`src/rtl/lsu_pkg.sv`:
```
//==============================================================================
// Module  : lsu_pkg
// Brief   : Shared constants, FSM state encoding and size decode for the LSU.
// Revision: 1.0
//==============================================================================
`default_nettype none

package lsu_pkg;

    localparam int c_XLEN   = 32;
    localparam int c_ADDR_W = 32;
    localparam int c_STRB_W = c_XLEN / 8;
    localparam int c_OFF_W  = $clog2(c_STRB_W);

    localparam logic [2:0] c_F3_B  = 3'b000;
    localparam logic [2:0] c_F3_H  = 3'b001;
    localparam logic [2:0] c_F3_W  = 3'b010;
    localparam logic [2:0] c_F3_BU = 3'b100;
    localparam logic [2:0] c_F3_HU = 3'b101;

    typedef enum logic [1:0] {
        ST_IDLE = 2'd0,
        ST_REQ  = 2'd1,
        ST_RESP = 2'd2,
        ST_HOLD = 2'd3
    } lsu_state_t;

    typedef enum logic [1:0] {
        SZ_B = 2'd0,
        SZ_H = 2'd1,
        SZ_W = 2'd2
    } lsu_size_t;

    // Any encoding that is not a byte or half access behaves as a word.
    function automatic lsu_size_t lsu_size(input logic [2:0] funct3);
        case (funct3)
            c_F3_B, c_F3_BU: return SZ_B;
            c_F3_H, c_F3_HU: return SZ_H;
            c_F3_W:          return SZ_W;
            default:         return SZ_W;
        endcase
    endfunction

endpackage

`default_nettype wire

```
`src/rtl/lsu_align.sv`:
```
//==============================================================================
// Module  : lsu_align
// Brief   : Store lane steering, load extraction/extension and misalign flag.
//           Misalign detection only with YSYX_23060251_LSU_MISALIGN_CHK_EN.
// Revision: 1.0
//==============================================================================
`default_nettype none

module lsu_align
    import lsu_pkg::*;
#(
    parameter int XLEN   = c_XLEN,
    parameter int STRB_W = c_STRB_W,
    parameter int OFF_W  = c_OFF_W
) (
    input  logic [2:0]        i_funct3,
    input  logic [OFF_W-1:0]  i_off,
    input  logic [XLEN-1:0]   i_src2,
    input  logic [XLEN-1:0]   i_rdata,
    output logic [STRB_W-1:0] o_wstrb,
    output logic [XLEN-1:0]   o_wdata,
    output logic [XLEN-1:0]   o_load_data,
    output logic              o_misaligned
);

    lsu_size_t   w_size;
    logic        w_signed;
    logic [15:0] w_half;
    logic [7:0]  w_byte;

    assign w_size   = lsu_size(i_funct3);
    assign w_signed = ~i_funct3[2];
    assign w_half   = 16'(i_rdata >> {i_off, 3'b000});
    assign w_byte   = w_half[7:0];

    // Shifted strobes simply drop lanes that would cross the word boundary.
    always_comb begin
        o_wstrb     = '1;
        o_wdata     = i_src2;
        o_load_data = i_rdata;
        case (w_size)
            SZ_B: begin
                o_wstrb     = STRB_W'(1) << i_off;
                o_wdata     = {STRB_W{i_src2[7:0]}};
                o_load_data = {{(XLEN-8){w_signed & w_byte[7]}}, w_byte};
            end
            SZ_H: begin
                o_wstrb     = STRB_W'(3) << i_off;
                o_wdata     = {(XLEN/16){i_src2[15:0]}};
                o_load_data = {{(XLEN-16){w_signed & w_half[15]}}, w_half};
            end
            default: ;
        endcase
    end

`ifdef YSYX_23060251_LSU_MISALIGN_CHK_EN
    assign o_misaligned = ((w_size == SZ_H) && i_off[0]) ||
                          ((w_size == SZ_W) && (i_off != '0));
`else
    assign o_misaligned = 1'b0;
`endif

endmodule

`default_nettype wire

```
`src/rtl/lsu.sv`:
```
//==============================================================================
// Module  : lsu
// Brief   : Memory-access stage: one outstanding load/store on a valid/ready
//           bus, registered result to writeback. Optional misaligned-access
//           trap with YSYX_23060251_LSU_MISALIGN_CHK_EN.
// Revision: 1.0
//==============================================================================
`default_nettype none

module lsu
    import lsu_pkg::*;
#(
    parameter int XLEN   = c_XLEN,
    parameter int ADDR_W = c_ADDR_W
) (
    input  logic                clk_i,
    input  logic                rst_i,
    input  logic                E_valid_i,
    output logic                m_ready_o,
    input  logic                is_load_i,
    input  logic                is_store_i,
    input  logic [2:0]          funct3_i,
    input  logic [XLEN-1:0]     pc_i,
    input  logic [4:0]          rd_i,
    input  logic                wen_i,
    input  logic [XLEN-1:0]     res_i,
    input  logic [XLEN-1:0]     src2_i,
    output logic                mem_req_valid_o,
    input  logic                mem_req_ready_i,
    output logic [ADDR_W-1:0]   mem_req_addr_o,
    output logic                mem_req_wen_o,
    output logic [XLEN-1:0]     mem_req_wdata_o,
    output logic [XLEN/8-1:0]   mem_req_wstrb_o,
    input  logic                mem_rsp_valid_i,
    output logic                mem_rsp_ready_o,
    input  logic [XLEN-1:0]     mem_rsp_rdata_i,
    input  logic                mem_rsp_err_i,
    output logic                m_valid_o,
    input  logic                W_ready_i,
    output logic [XLEN-1:0]     m_pc_o,
    output logic [4:0]          m_rd_o,
    output logic                m_wen_o,
    output logic [XLEN-1:0]     m_wdata_o,
    output logic                m_err_o
);

    localparam int c_STRB = XLEN / 8;
    localparam int c_OFF  = $clog2(c_STRB);

    lsu_state_t        r_state;
    lsu_state_t        w_state_nxt;

    logic [XLEN-1:0]   r_pc;
    logic [4:0]        r_rd;
    logic              r_wen;
    logic [2:0]        r_funct3;
    logic [ADDR_W-1:0] r_addr;
    logic [XLEN-1:0]   r_src2;
    logic              r_is_load;
    logic              r_is_store;
    logic [XLEN-1:0]   r_wdata;
    logic              r_err;

    logic              w_accept;
    logic              w_is_mem;
    logic              w_misaligned;
    logic              w_mem_fault;
    logic              w_req;
    logic              w_rsp_fire;
    logic [2:0]        w_al_funct3;
    logic [c_OFF-1:0]  w_al_off;
    logic [c_STRB-1:0] w_wstrb;
    logic [XLEN-1:0]   w_wdata;
    logic [XLEN-1:0]   w_load_data;

    assign m_ready_o   = (r_state == ST_IDLE) || ((r_state == ST_HOLD) && W_ready_i);
    assign w_accept    = E_valid_i && m_ready_o;
    assign w_is_mem    = is_load_i || is_store_i;
    assign w_mem_fault = w_is_mem && w_misaligned;
    assign w_req       = (r_state == ST_REQ);
    assign w_rsp_fire  = (r_state == ST_RESP) && mem_rsp_valid_i;

    // While accepting, the aligner looks at the incoming op so the misalign
    // decision is available in the accept cycle; otherwise at the held op.
    assign w_al_funct3 = m_ready_o ? funct3_i : r_funct3;
    assign w_al_off    = m_ready_o ? res_i[c_OFF-1:0] : r_addr[c_OFF-1:0];

    lsu_align #(
        .XLEN   (XLEN),
        .STRB_W (c_STRB),
        .OFF_W  (c_OFF)
    ) u_align (
        .i_funct3     (w_al_funct3),
        .i_off        (w_al_off),
        .i_src2       (r_src2),
        .i_rdata      (mem_rsp_rdata_i),
        .o_wstrb      (w_wstrb),
        .o_wdata      (w_wdata),
        .o_load_data  (w_load_data),
        .o_misaligned (w_misaligned)
    );

    always_ff @(posedge clk_i or posedge rst_i) begin
        if (rst_i) begin
            r_state <= ST_IDLE;
        end else begin
            r_state <= w_state_nxt;
        end
    end

    always_comb begin
        w_state_nxt = r_state;
        case (r_state)
            ST_IDLE, ST_HOLD: begin
                if (w_accept) begin
                    w_state_nxt = (w_is_mem && !w_misaligned) ? ST_REQ : ST_HOLD;
                end else if (m_ready_o) begin
                    w_state_nxt = ST_IDLE;
                end
            end
            ST_REQ: begin
                if (mem_req_ready_i) begin
                    w_state_nxt = ST_RESP;
                end
            end
            ST_RESP: begin
                if (mem_rsp_valid_i) begin
                    w_state_nxt = ST_HOLD;
                end
            end
            default: w_state_nxt = ST_IDLE;
        endcase
    end

    always_ff @(posedge clk_i or posedge rst_i) begin
        if (rst_i) begin
            r_pc       <= '0;
            r_rd       <= '0;
            r_wen      <= 1'b0;
            r_funct3   <= '0;
            r_addr     <= '0;
            r_src2     <= '0;
            r_is_load  <= 1'b0;
            r_is_store <= 1'b0;
            r_wdata    <= '0;
            r_err      <= 1'b0;
        end else if (w_accept) begin
            r_pc       <= pc_i;
            r_rd       <= rd_i;
            r_funct3   <= funct3_i;
            r_addr     <= res_i[ADDR_W-1:0];
            r_src2     <= src2_i;
            r_is_load  <= is_load_i;
            r_is_store <= is_store_i;
            // res doubles as mtval when the access traps on alignment.
            r_wdata    <= res_i;
            r_wen      <= wen_i && !w_mem_fault;
            r_err      <= w_mem_fault;
        end else if (w_rsp_fire) begin
            if (r_is_load) begin
                r_wdata <= w_load_data;
            end
            if (r_is_store || mem_rsp_err_i) begin
                r_wen <= 1'b0;
            end
            r_err <= mem_rsp_err_i;
        end
    end

    assign mem_req_valid_o = w_req;
    assign mem_req_addr_o  = r_addr;
    assign mem_req_wen_o   = w_req && r_is_store;
    assign mem_req_wdata_o = w_req ? w_wdata : '0;
    assign mem_req_wstrb_o = w_req ? w_wstrb : '0;
    assign mem_rsp_ready_o = (r_state == ST_RESP);

    assign m_valid_o = (r_state == ST_HOLD);
    assign m_pc_o    = r_pc;
    assign m_rd_o    = r_rd;
    assign m_wen_o   = r_wen;
    assign m_wdata_o = r_wdata;
    assign m_err_o   = r_err;

endmodule

`default_nettype wire
```
`config.mk`:
```
export PLATFORM = sky130hd
export DESIGN_NAME = lsu
export DESIGN_NICKNAME = d
export VERILOG_FILES = /design/src/rtl/lsu_pkg.sv /design/src/rtl/lsu_align.sv /design/src/rtl/lsu.sv
export SDC_FILE = /design/constraint.sdc
export NUM_CORES = 1
export LEC_CHECK = 0
export ABC_CLOCK_PERIOD_IN_PS = 6100
export BUFFER_PORTS_ARGS = -buffer_cell sky130_fd_sc_hd__buf_2
export CELL_PAD_IN_SITES_DETAIL_PLACEMENT = 0
export CELL_PAD_IN_SITES_GLOBAL_PLACEMENT = 1
export CORE_UTILIZATION = 37
export CTS_CLUSTER_SIZE = 8
export DETAILED_ROUTE_END_ITERATION = 7
export PLACE_DENSITY_LB_ADDON = 0.1
export SLEW_MARGIN = 20
export SYNTH_ARGS = -nofsm -noshare
export SYNTH_HDL_FRONTEND = slang
export SYNTH_SLANG_ARGS = --single-unit
```
`constraint.sdc`:
```
create_clock -name clk_i -period 6.1 [get_ports clk_i]
set_clock_uncertainty 0.2 [all_clocks]
set_input_delay 0.305 -clock clk_i [delete_from_list [all_inputs] [get_ports clk_i]]
set_output_delay 0.305 -clock clk_i [all_outputs]
set_load 0.02 [all_outputs]
```
# [After elaboration in Yosys (flattened, before gate mapping)]
# Cells that the tools add are included.
[classes] n_reduce_logical=19 bitwise=3 n_eq_ne=10 n_mux=22 shift=3
[ops] op="two-way mux 32 bit" count=4
[ops] op="case mux 32 bit (2 select lines)" count=2
[ops] op="right shift 32 x 5 -> 16 bit" count=1
[ops] op="two-way mux 2 bit" count=6
[ops] op="case mux 4 bit (2 select lines)" count=1
[ops] op="== test 3 bit (second input constant)" count=2
[ops] op="case mux 2 bit (3 select lines)" count=1
[ops] op="nonzero test 2 bit" count=3
[ops] op="OR reduction 2 bit" count=3
[ops] op="two-way mux 1 bit" count=5
[ops] op="== test 2 x 1 -> 1 bit (second input constant)" count=2
[ops] op="== test 2 bit (second input constant)" count=2
[ops] op="logical AND 1 bit" count=4
[ops] op="logical NOT 2 bit" count=2
[ops] op="two-way mux 4 bit" count=1
[ops] op="inequality test 2 bit (second input constant)" count=2
[ops] op="case mux 2 bit (2 select lines)" count=1
[ops] op="AND reduction 2 bit" count=2
[ops] op="<< shifter 1 x 2 -> 4 bit (first input constant)" count=1
[ops] op="<< shifter 2 x 2 -> 4 bit (first input constant)" count=1
[ops] op="== test 3 x 1 -> 1 bit (second input constant)" count=1
[ops] op="logical NOT 3 bit" count=1
[ops] op="logical OR 1 bit" count=3
[ops] op="two-way mux 3 bit" count=1
[ops] op="4 further kinds" count=5
[totals] word_cells=68 output_inout_bits=144 in_bits=146 ff_bits=142

# [Longest topological paths before layout]
[depth] word_depth=12 mapped_depth=11 depth_no_buf=9

# [By module]
# From an unflattened synthesis, not the netlist that was laid out.
[hier_totals] hier_cells=677 hier_area_um2=7257.0
[modules_own_cells] module="lsu" n_inst=1 cells_each=483 seq_area_each_um2=3553.4 area_each_um2=5988.2
[modules_own_cells] module="lsu_align" n_inst=1 cells_each=194 seq_area_each_um2=0.0 area_each_um2=1268.7

# [Worst setup path after synthesis]
# OpenSTA, ideal clock, no wires.
[synth_path] path_kind="register to output" start="register r_state[0]" end="output mem_req_wdata_o[16]" path_stages_with_launch=11 path_slack_ps=3193 required_time_ps=5595 n_path_buf=3 t_arrival_ps=2402 path_cell_list="dfrtp_1 > ha_1 > a21oi_4 > inv_4 > buf_2 > nand2_1 > nand2_1 > clkbuf_1 > clkbuf_1 > nand2_1 > a21oi_1"
[synth_between] elab_chain_len=10 elab_cells_between_ends=17 cone_classes="eq/ne (6); mux (4); reduce/logical (7)"
[synth_rtl] item="start, declared" line="lsu.sv:50" source="lsu_state_t r_state;"
[synth_rtl] item="start signal, assigned" line="lsu.sv:107" source="r_state <= w_state_nxt;"
[synth_rtl] item="== test 2 bit *"
[synth_rtl] item="via m_valid_o" line="lsu.sv:38" source="output logic m_valid_o,"
[synth_rtl] item="logical AND 1 bit *" line="lsu.sv:76" source="assign m_ready_o = (r_state == ST_IDLE) || ((r_state == ST_HOLD) && W_ready_i);"
[synth_rtl] item="logical OR 1 bit *" line="lsu.sv:76"
[synth_rtl] item="via m_ready_o" line="lsu.sv:19" source="output logic m_ready_o,"
[synth_rtl] item="two-way mux 3 bit *" line="lsu.sv:85" source="assign w_al_funct3 = m_ready_o ? funct3_i : r_funct3;"
[synth_rtl] item="== test 3 x 1 -> 1 bit, or another cell as far along" line="lsu_pkg.sv:36" source="case (funct3)"
[synth_rtl] item="OR reduction 2 bit" line="lsu_pkg.sv:36"
[synth_rtl] item="case mux 2 bit (2 select lines) *" line="lsu_pkg.sv:36"
[synth_rtl] item="== test 2 x 1 -> 1 bit / logical NOT 2 bit (equally long branches)" line="lsu_align.sv:41" source="case (w_size)"
[synth_rtl] item="case mux 32 bit (2 select lines) *" line="lsu_align.sv:41"
[synth_rtl] item="two-way mux 32 bit *" line="lsu.sv:173" source="assign mem_req_wdata_o = w_req ? w_wdata : '0;"
[synth_rtl] item="end, declared" line="lsu.sv:32" source="output logic [XLEN-1:0] mem_req_wdata_o,"
# The timed path passes the listed nets; every way through them passes the cells marked *.

# [Worst setup path in the final report]
[layout_path] start="register r_state[0]" end="register r_wdata[31] (netlist: m_wdata_o[31])"
[layout_between] elab_chain_len=12 elab_cells_between_ends=29 cone_classes="eq/ne (6); shift (1); mux (7); bitwise (3); reduce/logical (12)"
[layout_rtl] item="== test 2 bit" line="lsu.sv:76"
[layout_rtl] item="logical AND 1 bit" line="lsu.sv:76"
[layout_rtl] item="logical OR 1 bit" line="lsu.sv:76"
[layout_rtl] item="two-way mux 3 bit" line="lsu.sv:85"
[layout_rtl] item="== test 3 x 1 -> 1 bit, or another cell as far along" line="lsu_pkg.sv:36"
[layout_rtl] item="OR reduction 2 bit" line="lsu_pkg.sv:36"
[layout_rtl] item="case mux 2 bit (2 select lines)" line="lsu_pkg.sv:36"
[layout_rtl] item="== test 2 x 1 -> 1 bit / logical NOT 2 bit (equally long branches)" line="lsu_align.sv:41"
[layout_rtl] item="case mux 32 bit (2 select lines)" line="lsu_align.sv:41"
[layout_rtl] item="two-way mux 32 bit" line="lsu.sv:160" source="if (r_is_load) begin"
[layout_rtl] item="two-way mux 32 bit" line="lsu.sv:159" source="end else if (w_rsp_fire) begin"
[layout_rtl] item="two-way mux 32 bit" line="lsu.sv:147" source="end else if (w_accept) begin"
[layout_rtl] item="end signal, assigned" line="lsu.sv:156" source="r_wdata <= res_i;"
[layout_rtl] item="end signal, assigned" line="lsu.sv:161" source="r_wdata <= w_load_data;"
[layout_rtl] item="end, declared" line="lsu.sv:61" source="logic [XLEN-1:0] r_wdata;"
# Several ways; a longest one is shown, not always the timed one. The select of a mux whose other input is x is not followed.
# A chain may end at the register's enable or synchronous reset.

==> flow_metrics.tcl <==
set metrics [dict create \
    status "complete, no violations" \
    rows 49 \
    p_leak_uw 0.00553 \
    setup_viol 0 \
    grt_busiest_layer "met2" \
    worstReg2RegStart "r_state[0]" \
    synth_area_leader_cell "dfrtp_1" \
    rsz0062_at_grt "false" \
    num_vias 7007 \
    drc 0 \
    grt_pass1_vias 6759 \
    use_met2_pct 39.1 \
    n_fill_cell 1674 \
    synthSimpleGateAreaFrac_pct 26.4 \
    syn-cell-area_mm2 0.00679 \
    port_buffers 289 \
    drv_slew 0 \
    period_needed_ns 3.76 \
    fp.coreArea_mm2 0.0180 \
    crit_chain "inv_1 > ha_1 > a21oi_4 > inv_4 > and2_4 > nor2_1 > a21boi_2 > a22oi_1" \
    dr.pass1.iters 5 \
    synth_fa_ha_area_share_pct 0.737 \
    synth.area.top_cells "dfrtp_1, nand2_1, mux2i_1, a21oi_1, nor2_1" \
    hold_buffers 124 \
    synth-xor-area-share_pct 0 \
    ys_ff_latch 142 \
    cts_setup_buffers 0 \
    ant_nets 0 \
    reg2reg_to "m_wdata_o[31]" \
    synth.distinct_cells 40 \
    relSlewSlack_pct 31.9 \
    clock_sinks 142 \
    drt_iter0_markers 336 \
    vias_per_cell 4.85 \
    htreeDepth 4 \
    layout-drive-gt1-share_pct 28.6 \
    yosysWarnings 0 \
    synth_common_cells "nand2_1, dfrtp_1, nor2_1" \
    cts_root_buf "clkbuf_16" \
    fin_nets 1353 \
    max_stage_delay_ns 0.90 \
    peakVddDrop_mv 0.357 \
    post_cts_resized 0 \
    worstRegToRegCells 8 \
    die_x_um 138 \
    path_clk_slew_ns 0.06 \
    fmax_mhz 266 \
    hold_viol 0 \
    cts_tree "built" \
    grt_max_degree 93 \
    syn_area_per_cell_um2 8.37 \
    place_congestion 0.817 \
    wl_per_cell_um 16.1 \
    clockBufferDepth 2 \
    syn_inst 812 \
    crit_end "m_wdata_o[31]" \
    worstSetupPathType "flip-flop to flip-flop" \
    cellPowerDensity_mw_per_mm2 523 \
    grt.overflow.total 0 \
    critPathCaptureType "flip-flop" \
    finalPower_uw 5340 \
    syn2layout_area_growth_pct 50.4 \
    synth_top_area_share_pct 52.3 \
    finalCritPeriodShare_pct 61.6 \
    drv_cap 0 \
    die_area_mm2 0.0189 \
    cts_buffers 17 \
    critical_path.startpoint_type "flip-flop" \
    synthFlopType "dfrtp_1" \
    insertion_delay_ns 0.42 \
    synth_compound_area_share_pct 11.8 \
    initial_utilization_pct 37.8 \
    wirelength_um 23300 \
    io_pins 290 \
    crit_required_ns 6.14 \
    grt_usage_pct 24.9 \
    hold_class "input port to flip-flop" \
    r2r_slack_ns 2.34 \
    synth_top_family_by_area "simple AND/OR/NAND/NOR gates" \
    use_met1_pct 33.9 \
    tightest_slew_ns 1.01 \
    async_reset_ff_share_pct 100 \
    crit_fanout 49 \
    hpwl_um 15800 \
    synthesis.nets 962 \
    placedInstanceArea_mm2 0.00840 \
    fin_area_mm2 0.0102 \
    yosys.cell_count.top_type "nand2_1" \
    synth_edf_count 0 \
    ys_seq_area_share_pct 52.3 \
    die_h_um 138 \
    cp.arrival_ns 3.79 \
    setup_tns_ns 0 \
    antenna_found_initial 2 \
    cp_slowest_cell "a21boi_2" \
    grt_use_met3_pct 6.70 \
    synth_mux_area_share_pct 5.51 \
    grt_pass1_wl_um 35800 \
    crit_start "r_state[0]" \
]
-- report_power, final --
group          switching [uW]  internal [uW]
logic                    1740            898
clock network             437            579
registers                 295           1400
-- cell type report --
class	count	area, um^2	share of cell area, %
diodes	1	2.50	0.0245
repair buffers	419	2730	26.7
clock inverters	14	135	1.32
multi-input cells	616	3040	29.7
clock buffers	18	439	4.30
well taps	229	287	2.80
flip-flops and latches	142	3550	34.8
inverters	7	33.8	0.331
-- layer usage --
layer | share of wire (%) | wire [um] | vias up
met2 | 47 | 10900 | 245
li1 | - | - | 3445
met1 | 45 | 10500 | 3292
met3 | 7.1 | 1660 | 23
met4 | 1.2 | 286 | 2
met5 | 0.034 | 8 | -
-- how the worst min path moves through the flow --
| stage | slack, ns | start | cells past startpoint | to |
|---|---|---|---|---|
| 2_1_floorplan | 0.21 | pc_i[0] | 2 | m_pc_o[0] |
| 3_3_place_gp | 0.25 | mem_req_addr_o[29] | 2 | mem_req_addr_o[29] |
| 3_5_place_dp | 0.26 | m_pc_o[0] | 2 | m_pc_o[0] |
| 4_1_cts | 0.003 | mem_rsp_rdata_i[2] | 3 | m_wdata_o[2] |
| 5_1_grt | 0.01 | mem_rsp_rdata_i[2] | 3 | m_wdata_o[2] |
| 6_report | 0.02 | res_i[1] | 3 | mem_req_addr_o[1] |
-- state kept, by name, summed over array words and instances (netlist names) --
| register | flops |
|---|---|
| r_funct3 | 3 |
| r_is_store | 1 |
| r_is_load | 1 |
| m_err_o | 1 |
| mem_req_addr_o | 32 |
| r_src2 | 32 |
| r_state | 2 |
| m_wen_o | 1 |
| m_rd_o | 5 |
| m_pc_o | 32 |
| m_wdata_o | 32 |
-- through the flow --
step	util (%)	worst slack [ns]	hold slack [ns]	cells
4_1_cts	56.9	2.24	0.00288	1445
6_report	56.9	2.34	0.0198	1446
5_1_grt	56.9	2.00	0.0140	1445
2_1_floorplan	-	1.79	0.210	812
3_3_place_gp	46.8	2.41	0.253	1289
3_5_place_dp	46.8	2.24	0.257	1289
-- worst max-delay path, delay by kind of cell, from the launching register on --
kind,cells,cell delay [ns]
buf+inv,2,0.26
simple gates,2,1.10
flops,1,0.37
compound gates,3,1.40
fa+ha+maj,1,0.23
-- kinds of logic (layout without fill, tap and decap cells) --
family                   after synthesis  count (layout)
AND/OR/NAND/NOR                      459             459
flip-flops                           142             142
AO/OA/AOI/OAI                        117             117
buffers and inverters                 54             458
multiplexers                          36              36
adder cells (fa/ha/maj)                4               4
other                                  0               1
-- placed cells by master (no fill, tap or decap), types with 2 or more instances in the layout --
cell / n
a211oi_1: 9
a21oi_1: 31
a221oi_1: 2
a222oi_1: 2
a22oi_1: 10
a22oi_2: 10
a31oi_1: 2
and2_1: 10
buf_2: 289
buf_4: 6
clkbuf_16: 17
clkinv_2: 2
clkinv_4: 4
clkinvlp_4: 3
dfrtp_1: 142
dlygate4sd3_1: 124
ha_1: 4
inv_1: 5
inv_6: 4
mux2i_1: 33
nand2_1: 384
nand2b_1: 5
nand3_1: 9
nor2_1: 40
nor3_1: 3
o211ai_1: 4
o21a_1: 3
o21ai_0: 30
o221ai_1: 7
or3_1: 3
No activity file was read; power rests on OpenSTA's default activity.
